File: src/rtl/cp0_exception_unit_if.sv
`default_nettype none
// ============================================================================
// Module   : cp0_exception_unit_if
// Brief    : Pipeline/M-stage and mfc0/mtc0 bus bundle for the CP0 exception unit
// Revision : 1.0 - initial release
// ============================================================================
interface cp0_exception_unit_if #(
  parameter int HWINT_W = 6
);
  logic [31:0]        pc_m;
  logic               bd_m;
  logic [4:0]         exc_code_m;
  logic [HWINT_W-1:0] hw_int;
  logic               we;
  logic [4:0]         addr;
  logic [31:0]        din;
  logic               eret;
  logic [31:0]        dout;
  logic [31:0]        epc_out;
  logic               req;

  modport master (
    output pc_m, bd_m, exc_code_m, hw_int, we, addr, din, eret,
    input  dout, epc_out, req
  );

  modport slave (
    input  pc_m, bd_m, exc_code_m, hw_int, we, addr, din, eret,
    output dout, epc_out, req
  );
endinterface
`default_nettype wire

File: src/rtl/cp0_exception_unit.sv
`default_nettype none
// ============================================================================
// Module   : cp0_exception_unit
// Brief    : CP0 SR/Cause/EPC/PRId, interrupt/exception decision at M/W
// Revision : 1.0 - initial release
// ============================================================================
module cp0_exception_unit #(
  parameter logic [31:0] PRID_VALUE = 32'h0000_7A07,
  parameter int          HWINT_W    = 6
) (
  input  wire                   clk,
  input  wire                   reset,
  cp0_exception_unit_if.slave   bus
);

  localparam logic [4:0] ADDR_SR    = 5'd12;
  localparam logic [4:0] ADDR_CAUSE = 5'd13;
  localparam logic [4:0] ADDR_EPC   = 5'd14;
  localparam logic [4:0] ADDR_PRID  = 5'd15;

  logic [HWINT_W-1:0] im;
  logic               exl;
  logic               ie;
  logic               bd;
  logic [HWINT_W-1:0] ip;
  logic [4:0]         exc_code;
  logic [31:2]        epc;

  logic               int_req;
  logic               exc_req;
  logic               req;
  logic [31:2]        epc_target;
  logic               sr_write;
  logic               epc_write;

  // Raw pins feed the interrupt decision; IP is only the registered view.
  assign int_req = (|(bus.hw_int & im)) & ie & ~exl;
  assign exc_req = (bus.exc_code_m != 5'd0) & ~exl;
  assign req     = int_req | exc_req;

  // pc-4 never touches bits [1:0], so the word address is decremented directly.
  assign epc_target = bus.bd_m ? (bus.pc_m[31:2] - 30'd1) : bus.pc_m[31:2];

  assign sr_write  = bus.we && (bus.addr == ADDR_SR);
  assign epc_write = bus.we && (bus.addr == ADDR_EPC);

  always_ff @(posedge clk or negedge reset) begin
    if (!reset) begin
      im       <= '0;
      exl      <= 1'b0;
      ie       <= 1'b0;
      bd       <= 1'b0;
      ip       <= '0;
      exc_code <= 5'd0;
      epc      <= 30'd0;
    end else begin
      ip <= bus.hw_int;
      if (req) begin
        // Taking the trap discards any mtc0 or eret issued in the same cycle.
        exl      <= 1'b1;
        bd       <= bus.bd_m;
        exc_code <= int_req ? 5'd0 : bus.exc_code_m;
        epc      <= epc_target;
      end else begin
        if (sr_write) begin
          im  <= bus.din[10 +: HWINT_W];
          exl <= bus.din[1];
          ie  <= bus.din[0];
        end
        if (epc_write) begin
          epc <= bus.din[31:2];
        end
        if (bus.eret) begin
          exl <= 1'b0;
        end
      end
    end
  end

  always_comb begin
    bus.dout = 32'd0;
    case (bus.addr)
      ADDR_SR: begin
        bus.dout[10 +: HWINT_W] = im;
        bus.dout[1]             = exl;
        bus.dout[0]             = ie;
      end
      ADDR_CAUSE: begin
        bus.dout[31]            = bd;
        bus.dout[10 +: HWINT_W] = ip;
        bus.dout[6:2]           = exc_code;
      end
      ADDR_EPC:  bus.dout = {epc, 2'b00};
      ADDR_PRID: bus.dout = PRID_VALUE;
      default:   bus.dout = 32'd0;
    endcase
  end

  assign bus.epc_out = {epc, 2'b00};
  assign bus.req     = req;

  logic unused_bits;
  assign unused_bits = ^{bus.din[31:16], bus.din[9:2], bus.pc_m[1:0]};

endmodule
`default_nettype wire

File: src/flat_wrapper.sv
// flat-port wrapper written by rule: the top's interface ports become plain ports
module cp0_exception_unit_flat 
#(
  parameter logic [31:0] PRID_VALUE = 32'h0000_7A07,
  parameter int          HWINT_W    = 6
)
  (clk, reset, bus_pc_m, bus_bd_m, bus_exc_code_m, bus_hw_int, bus_we, bus_addr, bus_din, bus_eret, bus_dout, bus_epc_out, bus_req);
  cp0_exception_unit_if #(.HWINT_W(HWINT_W)) bus_i ();
  input  wire clk;
  input  wire reset;
  input wire logic [$bits(bus_i.pc_m)-1:0] bus_pc_m;
  input wire logic [$bits(bus_i.bd_m)-1:0] bus_bd_m;
  input wire logic [$bits(bus_i.exc_code_m)-1:0] bus_exc_code_m;
  input wire logic [$bits(bus_i.hw_int)-1:0] bus_hw_int;
  input wire logic [$bits(bus_i.we)-1:0] bus_we;
  input wire logic [$bits(bus_i.addr)-1:0] bus_addr;
  input wire logic [$bits(bus_i.din)-1:0] bus_din;
  input wire logic [$bits(bus_i.eret)-1:0] bus_eret;
  output wire logic [$bits(bus_i.dout)-1:0] bus_dout;
  output wire logic [$bits(bus_i.epc_out)-1:0] bus_epc_out;
  output wire logic [$bits(bus_i.req)-1:0] bus_req;
  assign bus_i.pc_m = bus_pc_m;
  assign bus_i.bd_m = bus_bd_m;
  assign bus_i.exc_code_m = bus_exc_code_m;
  assign bus_i.hw_int = bus_hw_int;
  assign bus_i.we = bus_we;
  assign bus_i.addr = bus_addr;
  assign bus_i.din = bus_din;
  assign bus_i.eret = bus_eret;
  assign bus_dout = bus_i.dout;
  assign bus_epc_out = bus_i.epc_out;
  assign bus_req = bus_i.req;
  cp0_exception_unit #(.PRID_VALUE(PRID_VALUE), .HWINT_W(HWINT_W)) u_core (.clk(clk), .reset(reset), .bus(bus_i));
endmodule
File: config.mk
export PLATFORM = sky130hd
export DESIGN_NAME = cp0_exception_unit_flat
export DESIGN_NICKNAME = d
export VERILOG_FILES = /design/src/rtl/cp0_exception_unit_if.sv /design/src/rtl/cp0_exception_unit.sv /design/src/flat_wrapper.sv
export SDC_FILE = /design/constraint.sdc
export NUM_CORES = 1
export LEC_CHECK = 0
export CAP_MARGIN = 20
export CORE_UTILIZATION = 39
export CTS_CLUSTER_DIAMETER = 200
export DETAILED_ROUTE_END_ITERATION = 8
export MAX_ROUTING_LAYER = met4
export PLACE_DENSITY = 0.75
export SLEW_MARGIN = 25
export SYNTH_ARGS = -nofsm -noshare
export SYNTH_HDL_FRONTEND = slang
export SYNTH_SLANG_ARGS = --single-unit
export TNS_END_PERCENT = 100
File: constraint.sdc
create_clock -name clk -period 4.5 [get_ports clk]
set_input_delay 0.9 -clock clk [delete_from_list [all_inputs] [get_ports clk]]
set_output_delay 0.9 -clock clk [all_outputs]
set_load 0.01 [all_outputs]
==> results.toml, run 1 <==
[synth]
ys_seq_area_share_pct = 36.30
synth-edff-count = 0
yosysWarnings = 0
netlist_area_mm2 = 0.003447
synth_top_family_by_area = "simple AND/OR/NAND/NOR gates"
synthDistinctLibCells = 51
muxShareOfSynthArea_pct = 12.92
ys_ff_latch = 50
synthAdderAreaFrac_pct = 0.3630
ys.flop_type = "dfrtp_1"
syn_avg_cell_area_um2 = 9.393
async_flop_share_pct = 100.0
synthCells = 367
synthSimpleGateAreaFrac_pct = 27.11
synth_compound_area_share_pct = 16.08
synthXorXnorAreaFrac_pct = 3.049

[cts]
cts_buffers = 5
clk_pin_slew_ns = 0.10
htree_levels = 2
cts-root-buf = "clkbuf_8"
worst_skew_pair.late_latency_ns = 0.31
ctsHoldBuffers = 0
clock-sinks = 50
cts_tree = "yes"
cts_buffer_depth = 2
postCtsSetupBuffers = 0
cts_resized = 0

[setup_path]
crit_slowest_cell = "clkdlybuf4s50_1"
crit_required_ns = 3.60
path_common_cell = "clkdlybuf4s50_1"
critPathArrivalTime_ns = 2.98
max_stage_delay_ns = 0.60
critPathCaptureType = "output port"
reg2reg_setup_slack_ns = 2.33
cp-start-kind = "primary input"
cp_cell_sequence = "clkdlybuf4s50_1 -> nor2b_1 -> a22oi_1 -> nor2_1 -> clkdlybuf4s50_1"
path_max_fanout = 10
worstSetupPathType = "in2out"

[drt]
ant_nets = 0
drc = 0
viasPerCell = 5.929
route.vias.total = 3593
first_pass_iters = 5
first_iter_violations = 310
avgRoutedWirePerCell_um = 18.88
routed_wl_mm = 11.44

[floorplan]
num_rows = 33
fp.dieW_um = 96.02
dieArea_mm2 = 0.009219
start_util_pct = 41.13
die_h_um = 96.02
core_area_mm2 = 0.008382
ios = 150

[sta]
setup_tns_ns = 0
tightest_slew_ns = 0.9673
finalSetupViolCount = 0
hold_viol = 0
skew_ns = 0.01110
fmax_mhz = 257.7
hold_ws_ns = 0.4945
rsz0062_at_grt = "false"
setup_slack_ns = 0.6203
layout_worst_path_cycle_share_pct = 86.22
slew_headroom_pct = 35.51
drv_slew = 0
period_needed_ns = 3.880

[status]
status = "finished, final reports clean"

[job]
cap_violations = 0

[pwr]
total_power_mw = 2.093
vdd_drop_max_mv = 0.1606
p_per_area_mw_per_mm2 = 412.4
power.leakage_nw = 2.004

[placed_design]
dp_slack_ns = 0.6385
numPortBuffers = 145
place_area_mm2 = 0.004992
placed_cells = 599
hpwlAfterDp_mm = 8.551
routabilityCongestion = 0.8544

[grt]
grt.total_usage_pct = 25.97
grt_max_degree = 55
grt_overflow = 0
grt_first_pass_wirelength_mm = 17.67
grt_pass1_vias = 3339
antenna_found_initial = 0

[hold_path]
hp-class = "reg2reg"

[cells_and_area]
final_util_pct = 60.56
drive_gt1_share_pct = 8.782
stdcell_area_mm2 = 0.005076
area.growth.synth_to_final_pct = 47.26
nets = 587
antennaDiodeCount = 0
final_cell_count_no_fill = 606
## power breakdown
group / leakage (nW) / total [mW] / internal, mW / switching (mW)
Combinational: 1.38 / 1.04 / 0.573 / 0.465
Sequential: 0.586 / 0.793 / 0.637 / 0.156
Clock: 0.0362 / 0.263 / 0.107 / 0.156
## cells by family after synthesis
family,after synthesis
simple gates,147
compound gates,78
mux,43
xor+xnor,12
other cells,1
buf+inv,35
fa+ha+maj,1
flops,50
## worst paths after layout
check | depth (start not counted) | startpoint | endpoint
max | 5 | bus_addr[1] | bus_dout[31]
min | 1 | u_core.exc_code[4] | u_core.exc_code[4]
max in group asynchronous | 2 | reset | u_core.epc[16]
min reg2reg | 1 | u_core.exc_code[4] | u_core.exc_code[4]
min in group asynchronous | 2 | reset | u_core.epc[23]
max reg2reg | 5 | u_core.im[1] | u_core.im[4]
## placed cells by master (no fill, tap or decap), types with 6 or more instances in the layout
cell             count
clkdlybuf4s50_1    144
dfrtp_1             50
and3_1              33
mux2i_1             31
nor2_1              20
nor4_1              19
a31oi_1             17
a21boi_0            16
mux2_2              12
buf_4               11
or4_1               10
nand2_1              9
or3_1                9
a22oi_1              8
o21ai_0              8
nor3_1               7
o31ai_1              7
xnor2_1              7
a21oi_1              6
## synthesized netlist by cell type, types with 2 or more instances
cell	count	area, um^2
xor2_1	5	43.79
o31ai_1	7	52.55
a21oi_1	6	30.03
nand2_1	9	33.78
nor3b_1	5	37.54
or4_4	3	33.78
clkbuf_1	25	93.84
o21ai_0	8	40.04
and3_1	33	206.5
buf_1	2	7.510
o41ai_1	4	35.03
a21boi_0	16	120.1
a31oi_1	17	106.4
nand4_1	5	31.28
mux2i_1	31	310.3
nand3_1	3	15.01
nor4_1	19	118.9
inv_1	4	15.01
nor2_1	21	78.83
or3_1	9	56.30
dfrtp_1	50	1251
xnor2_1	7	61.31
nand2b_1	3	18.77
and3b_1	2	17.52
nor3_1	7	35.03
o31a_1	2	17.52
or4b_1	4	40.04
mux2_2	12	135.1
nor2b_1	3	18.77
o221a_2	3	33.78
or4_1	10	75.07
a21o_1	5	37.54
a22oi_1	8	60.06
buf_4	2	15.01
## state kept, by name, summed over array words and instances (netlist names)
name,count
u_core.epc,30
u_core.exc_code,5
u_core.exl,1
u_core.ip,6
u_core.im,6
u_core.ie,1
u_core.bd,1
## worst max-delay path, delay by kind of cell
family / cells / cell delay [ns]
AOI/OAI and AO/OA: 1 / 0.18
buffers and inverters: 2 / 1.16
and+or+nand+nor: 2 / 0.73
## cell type report
cell class | instances | area (um^2)
flip-flops and latches | 50 | 1251
clock buffers | 5 | 68.82
multi-input cells | 283 | 2062
inverters | 5 | 18.77
well taps | 105 | 131.4
fillers | 727 | 3306
clock inverters | 2 | 15.01
repair buffers | 156 | 1529
## layer usage
metal,global-route usage [%],routed length (um)
met1,35.15,4932
met2,41.37,5594
met3,2.765,733
met4,7.090,182
met5,-,0
No activity file was read; power rests on OpenSTA's default activity.
==> run 2, diff against run 1 <==
CELL_PAD_IN_SITES_DETAIL_PLACEMENT = 0   (was unset)
CELL_PAD_IN_SITES_GLOBAL_PLACEMENT = 2   (was unset)
CORE_UTILIZATION = 27   (was 39)
CTS_BUF_LIST = sky130_fd_sc_hd__clkbuf_2 sky130_fd_sc_hd__clkbuf_4 sky130_fd_sc_hd__clkbuf_8   (was unset)
MAX_ROUTING_LAYER = unset   (was met4)
PLACE_DENSITY = unset   (was 0.75)
PLACE_DENSITY_LB_ADDON = 0.1   (was unset)
==> results.toml, run 2 (synthesis results as in run 1) <==
[job]
cap_violations = 0

[pwr]
p_int_mw = 1.322
power.switching_mw = 0.8114
seqPwrFrac_pct = 37.2
comb_power_share_pct = 50.1
power.leakage_nw = 2.025
p_sw_share_pct = 38.04
vdd_drop_max_mv = 0.1392
total_power_mw = 2.133
pwr-share-clk_pct = 12.7
p_per_area_mw_per_mm2 = 411.1

[sta]
finalSetupViolCount = 0
setup_tns_ns = 0
slew_headroom_pct = 53.85
layout_worst_path_cycle_share_pct = 84.38
skew_ns = 0.01645
hold_ws_ns = 0.4942
hold_viol = 0
period_needed_ns = 3.797
drv_slew = 0
tightest_slew_ns = 0.6885
rsz0062_at_grt = "false"
fmax_mhz = 263.4

[setup_path]
critPathCaptureType = "output port"
crit_required_ns = 3.60
crit_buf_inv = 3
path_common_cell = "clkdlybuf4s50_1"
cp-start-kind = "primary input"
cpLargestDelayFamily = "buffers and inverters"
crit_start = "bus_addr[1]"
r2r-start = "u_core.im[3]"
cp_cell_sequence = "clkdlybuf4s50_1 -> nor2b_1 -> buf_4 -> a22oi_1 -> nor2_1 -> clkdlybuf4s50_1"
max_stage_delay_ns = 0.63
critPathArrivalTime_ns = 2.90
worstSetupPathType = "in2out"
path_max_fanout = 20
crit_slowest_cell = "clkdlybuf4s50_1"

[drt]
routed_wl_mm = 12.70
drc = 0
route.vias.total = 3413
ant_nets = 0
avgRoutedWirePerCell_um = 18.90
first_iter_violations = 198
viasPerCell = 5.079
first_pass_iters = 4

[floorplan]
dieArea_mm2 = 0.01322
num_rows = 40
ios = 150
start_util_pct = 28.23
core_area_mm2 = 0.01221
fp.dieW_um = 115.0
die_h_um = 115.0

[grt]
antenna_found_initial = 0
grt.total_usage_pct = 19.33
grt_first_pass_wirelength_mm = 19.49
grt_max_degree = 55
grt_overflow = 0
grt_pass1_vias = 3364

[cells_and_area]
drive_gt1_share_pct = 9.325
stdcell_area_mm2 = 0.005189
final_cell_count_no_fill = 672
nets = 589
area.growth.synth_to_final_pct = 50.53
top_regs = "u_core.epc x30, u_core.im x6, u_core.ip x6"
mostFrequentLayoutCells = "clkdlybuf4s50_1, dfrtp_1, and3_1, mux2i_1, nor2_1"
largest_register_ff_count = 30
antennaDiodeCount = 0
final_common_cell = "clkdlybuf4s50_1"
fillers = 1236
top_register = "u_core.epc"

[cts]
cts-root-buf = "clkbuf_8"
cts_buffers = 5
clock-sinks = 50
cts_tree = "yes"
ctsHoldBuffers = 0
cts_resized = 0
postCtsSetupBuffers = 0
clk_pin_slew_ns = 0.09
worst_skew_pair.late_latency_ns = 0.32
htree_levels = 2
cts_buffer_depth = 2

[hold_path]
hp-class = "reg2reg"
hp-start = "u_core.exc_code[3]"

[placed_design]
hpwlAfterDp_mm = 9.863
numPortBuffers = 145
place_area_mm2 = 0.005099
placed_cells = 664
routabilityCongestion = 0.8361

[status]
status = "finished, final reports clean"
## run 2: cell types whose count changed in the layout (fill, tap and decap cells not counted), sizes merged
cell,change
buf,+2
clkinv,+2
clkinvlp,-1
## run 2: path summary, 6_finish.rpt
path | to | slack [ns] | depth (start not counted)
worst max-delay path | bus_dout[31] | 0.70 | 6
worst min-delay path | u_core.exc_code[3] | 0.49 | 1
worst max register to register | u_core.im[4] | 2.23 | 5
worst min register to register | u_core.exc_code[3] | 0.49 | 1
max in group asynchronous | u_core.epc[25] | 3.33 | 2
min in group asynchronous | u_core.epc[18] | 0.70 | 2
## run 2: metrics by stage
| stage | utilization [%] | setup WS [ns] |
|---|---|---|
| floorplan | - | 1.486 |
| global placement | 41.75 | 0.6762 |
| detailed placement | 41.75 | 0.6737 |
| CTS | 42.49 | 0.6675 |
| global route | 42.49 | 0.5768 |
| finish | 42.49 | 0.7028 |
## run 2: final cells by class
type	count	area, um^2	area share, %
Inverter	5	18.77	0.3617
Sequential cell	50	1251	24.11
Clock buffer	5	68.82	1.326
Tap cell	168	210.2	4.051
Multi-Input combinational cell	283	2062	39.74
Clock inverter	3	21.27	0.4099
Timing Repair Buffer	158	1556	30.00
## run 2: layer usage
layer  up-vias  track usage (%)  part of all wire [%]
met4         0            3.896                  0.76
met3         5            2.056                   5.7
met5         -                0                     0
met1      1619            28.42                    48
li1       1681                -                     -
met2       108            30.56                    45
## run 2: power by group through the flow
stage	Combinational [mW]	Clock, mW	Sequential (mW)
2_1_floorplan	0.460	0	0.812
3_3_place_gp	1.07	0	0.801
3_5_place_dp	1.08	0	0.807
4_1_cts	1.08	0.283	0.796
5_1_grt	1.15	0.298	0.816
6_report	1.07	0.272	0.793
## run 2: worst register-to-register path: stages, from the launching register on
cell and delay, ns:
dfrtp_1 0.40, a22oi_1 0.32, a311oi_2 0.19, buf_4 0.24, nor3_2 0.61, mux2_2 0.41
==> run 3, diff against run 2 <==
CORE_UTILIZATION = 22   (was 27)
clock period = 3.3 ns   (was 4.5 ns; I/O delays follow)
==> results.toml, run 3 (synthesis results as in run 1) <==
[placed_design]
placed_cells = 719
routabilityCongestion = 0.7978
numPortBuffers = 145
hpwlAfterDp_mm = 10.81

[cells_and_area]
final_common_cell = "clkdlybuf4s50_1"
multi_input_area_mm2 = 0.002062
drive_gt1_share_pct = 11.43
top_regs = "u_core.epc x30, u_core.im x6, u_core.ip x6"
top_register = "u_core.epc"
nets = 601
final_cell_count_no_fill = 728
largest_register_ff_count = 30
mostFrequentLayoutCells = "clkdlybuf4s50_1, dfrtp_1, and3_1, mux2i_1, buf_4"
area.growth.synth_to_final_pct = 55.83
fillers = 1578
register_area_mm2 = 0.001251

[grt]
antenna_found_initial = 0
grt_first_pass_wirelength_mm = 20.42
grt_overflow = 0
grt_pass1_vias = 3417
grt_max_degree = 55
grt.total_usage_pct = 16.55

[setup_path]
rr_worst_depth = 6
path_common_cell = "clkdlybuf4s50_1"
crit_slowest_cell = "clkdlybuf4s50_1"
cpLargestDelayFamily = "buffers and inverters"
cp_cell_sequence = "clkdlybuf4s50_1 -> buf_12 -> mux2_2 -> o221a_2 -> clkdlybuf4s50_1"
r2r-start = "u_core.im[3]"
cp-start-kind = "primary input"
crit_required_ns = 2.64
critPathArrivalTime_ns = 2.47
crit_buf_inv = 3
critPathCaptureType = "output port"
timing.rr.end = "u_core.im[3]"
max_stage_delay_ns = 0.58
reg2reg_setup_slack_ns = 1.30
path_max_fanout = 9
worstSetupPathType = "in2out"

[pwr]
power.leakage_nw = 2.105
total_power_mw = 2.997
p_per_area_mw_per_mm2 = 557.9
vdd_drop_max_mv = 0.1793

[floorplan]
ios = 150
dieArea_mm2 = 0.01617
num_rows = 45
die_h_um = 127.2
fp.dieW_um = 127.2
start_util_pct = 22.59
core_area_mm2 = 0.01526

[status]
status = "finished, final reports clean"

[sta]
fmax_mhz = 319.1
drv_slew = 0
setup_tns_ns = 0
rsz0062_at_grt = "false"
slew_headroom_pct = 60.83
skew_ns = 0.003521
layout_worst_path_cycle_share_pct = 94.96
tightest_slew_ns = 0.5876
period_needed_ns = 3.134
hold_viol = 0
finalSetupViolCount = 0

[drt]
avgRoutedWirePerCell_um = 18.38
viasPerCell = 4.797
first_pass_iters = 4
first_iter_violations = 138
drc = 0
routed_wl_mm = 13.38
ant_nets = 0
route.vias.total = 3492

[cts]
postCtsSetupBuffers = 0
htree_levels = 2
cts_resized = 0
cts_tree = "yes"
worst_skew_pair.late_latency_ns = 0.30
clock-sinks = 50
ctsHoldBuffers = 0
cts_buffers = 5
cts-root-buf = "clkbuf_8"
clk_pin_slew_ns = 0.09
cts_buffer_depth = 2

[job]
cap_violations = 0

[hold_path]
hp-class = "in2async"
==> run 3: cell types whose count changed in the layout (fill, tap and decap cells not counted), sizes merged <==
cell	previous run	this run
buf	14	26
clkbuf	5	7
clkinv	3	1
bufinv	0	1
clkinvlp	1	0
diode	0	1
==> run 3: routing by layer <==
metal | wire [um] | share of wire, % | vias up | track usage (%)
li1 | - | - | 1710 | -
met1 | 6822 | 51 | 1666 | 24.93
met2 | 5776 | 43 | 112 | 24.98
met3 | 703 | 5.3 | 4 | 2.387
met4 | 78 | 0.58 | 0 | 3.151
met5 | 0 | 0 | - | 0
==> run 3: where the power goes <==
group          total, mW  leakage (nW)  switching [mW]  internal [mW]
combinational       1.44          1.46           0.651          0.791
clock              0.448        0.0593           0.204          0.244
sequential          1.11         0.586           0.238          0.868
total               3.00          2.11            1.09           1.90
==> run 3: worst reg2reg max path, stage by stage, from the launching register on <==
cell and delay (ns):
dfrtp_1 0.41, a22oi_1 0.31, a311oi_2 0.20, buf_4 0.24
nor3_2 0.19, buf_4 0.19, mux2_2 0.35
==> run 3: final cells by class <==
cell class                 instances  share of cell area [%]
clock buffer                       7                   1.561
inverter                           5                  0.3494
timing repair buffer             170                   30.89
antenna                            1                 0.04659
multi-input combinational        283                   38.39
clock inverter                     1                  0.5590
sequential                        50                   23.29
tap                              211                   4.915
==> run 3: worst max path at each step <==
stage	start	endpoint	cells past startpoint
4_1_cts	bus_hw_int[1]	bus_req	6
6_report	bus_addr[1]	bus_dout[14]	5
3_3_place_gp	bus_addr[1]	bus_dout[31]	6
2_1_floorplan	bus_hw_int[1]	bus_req	5
5_1_grt	bus_addr[1]	bus_dout[4]	6
3_5_place_dp	bus_hw_int[1]	bus_req	6
==> run 3: per-stage QoR <==
stage,hold slack [ns],cell area [um^2],worst slack [ns],utilization (%)
after CTS,0.3631,5369,0.1539,35.19
after detailed placement,0.4646,5255,0.1656,34.44
after global routing,0.3871,5369,0.09313,35.19
after global placement,0.4634,5255,0.1436,34.44
after floorplan,0.3644,3451,0.7663,-
final,0.3482,5371,0.1662,35.20
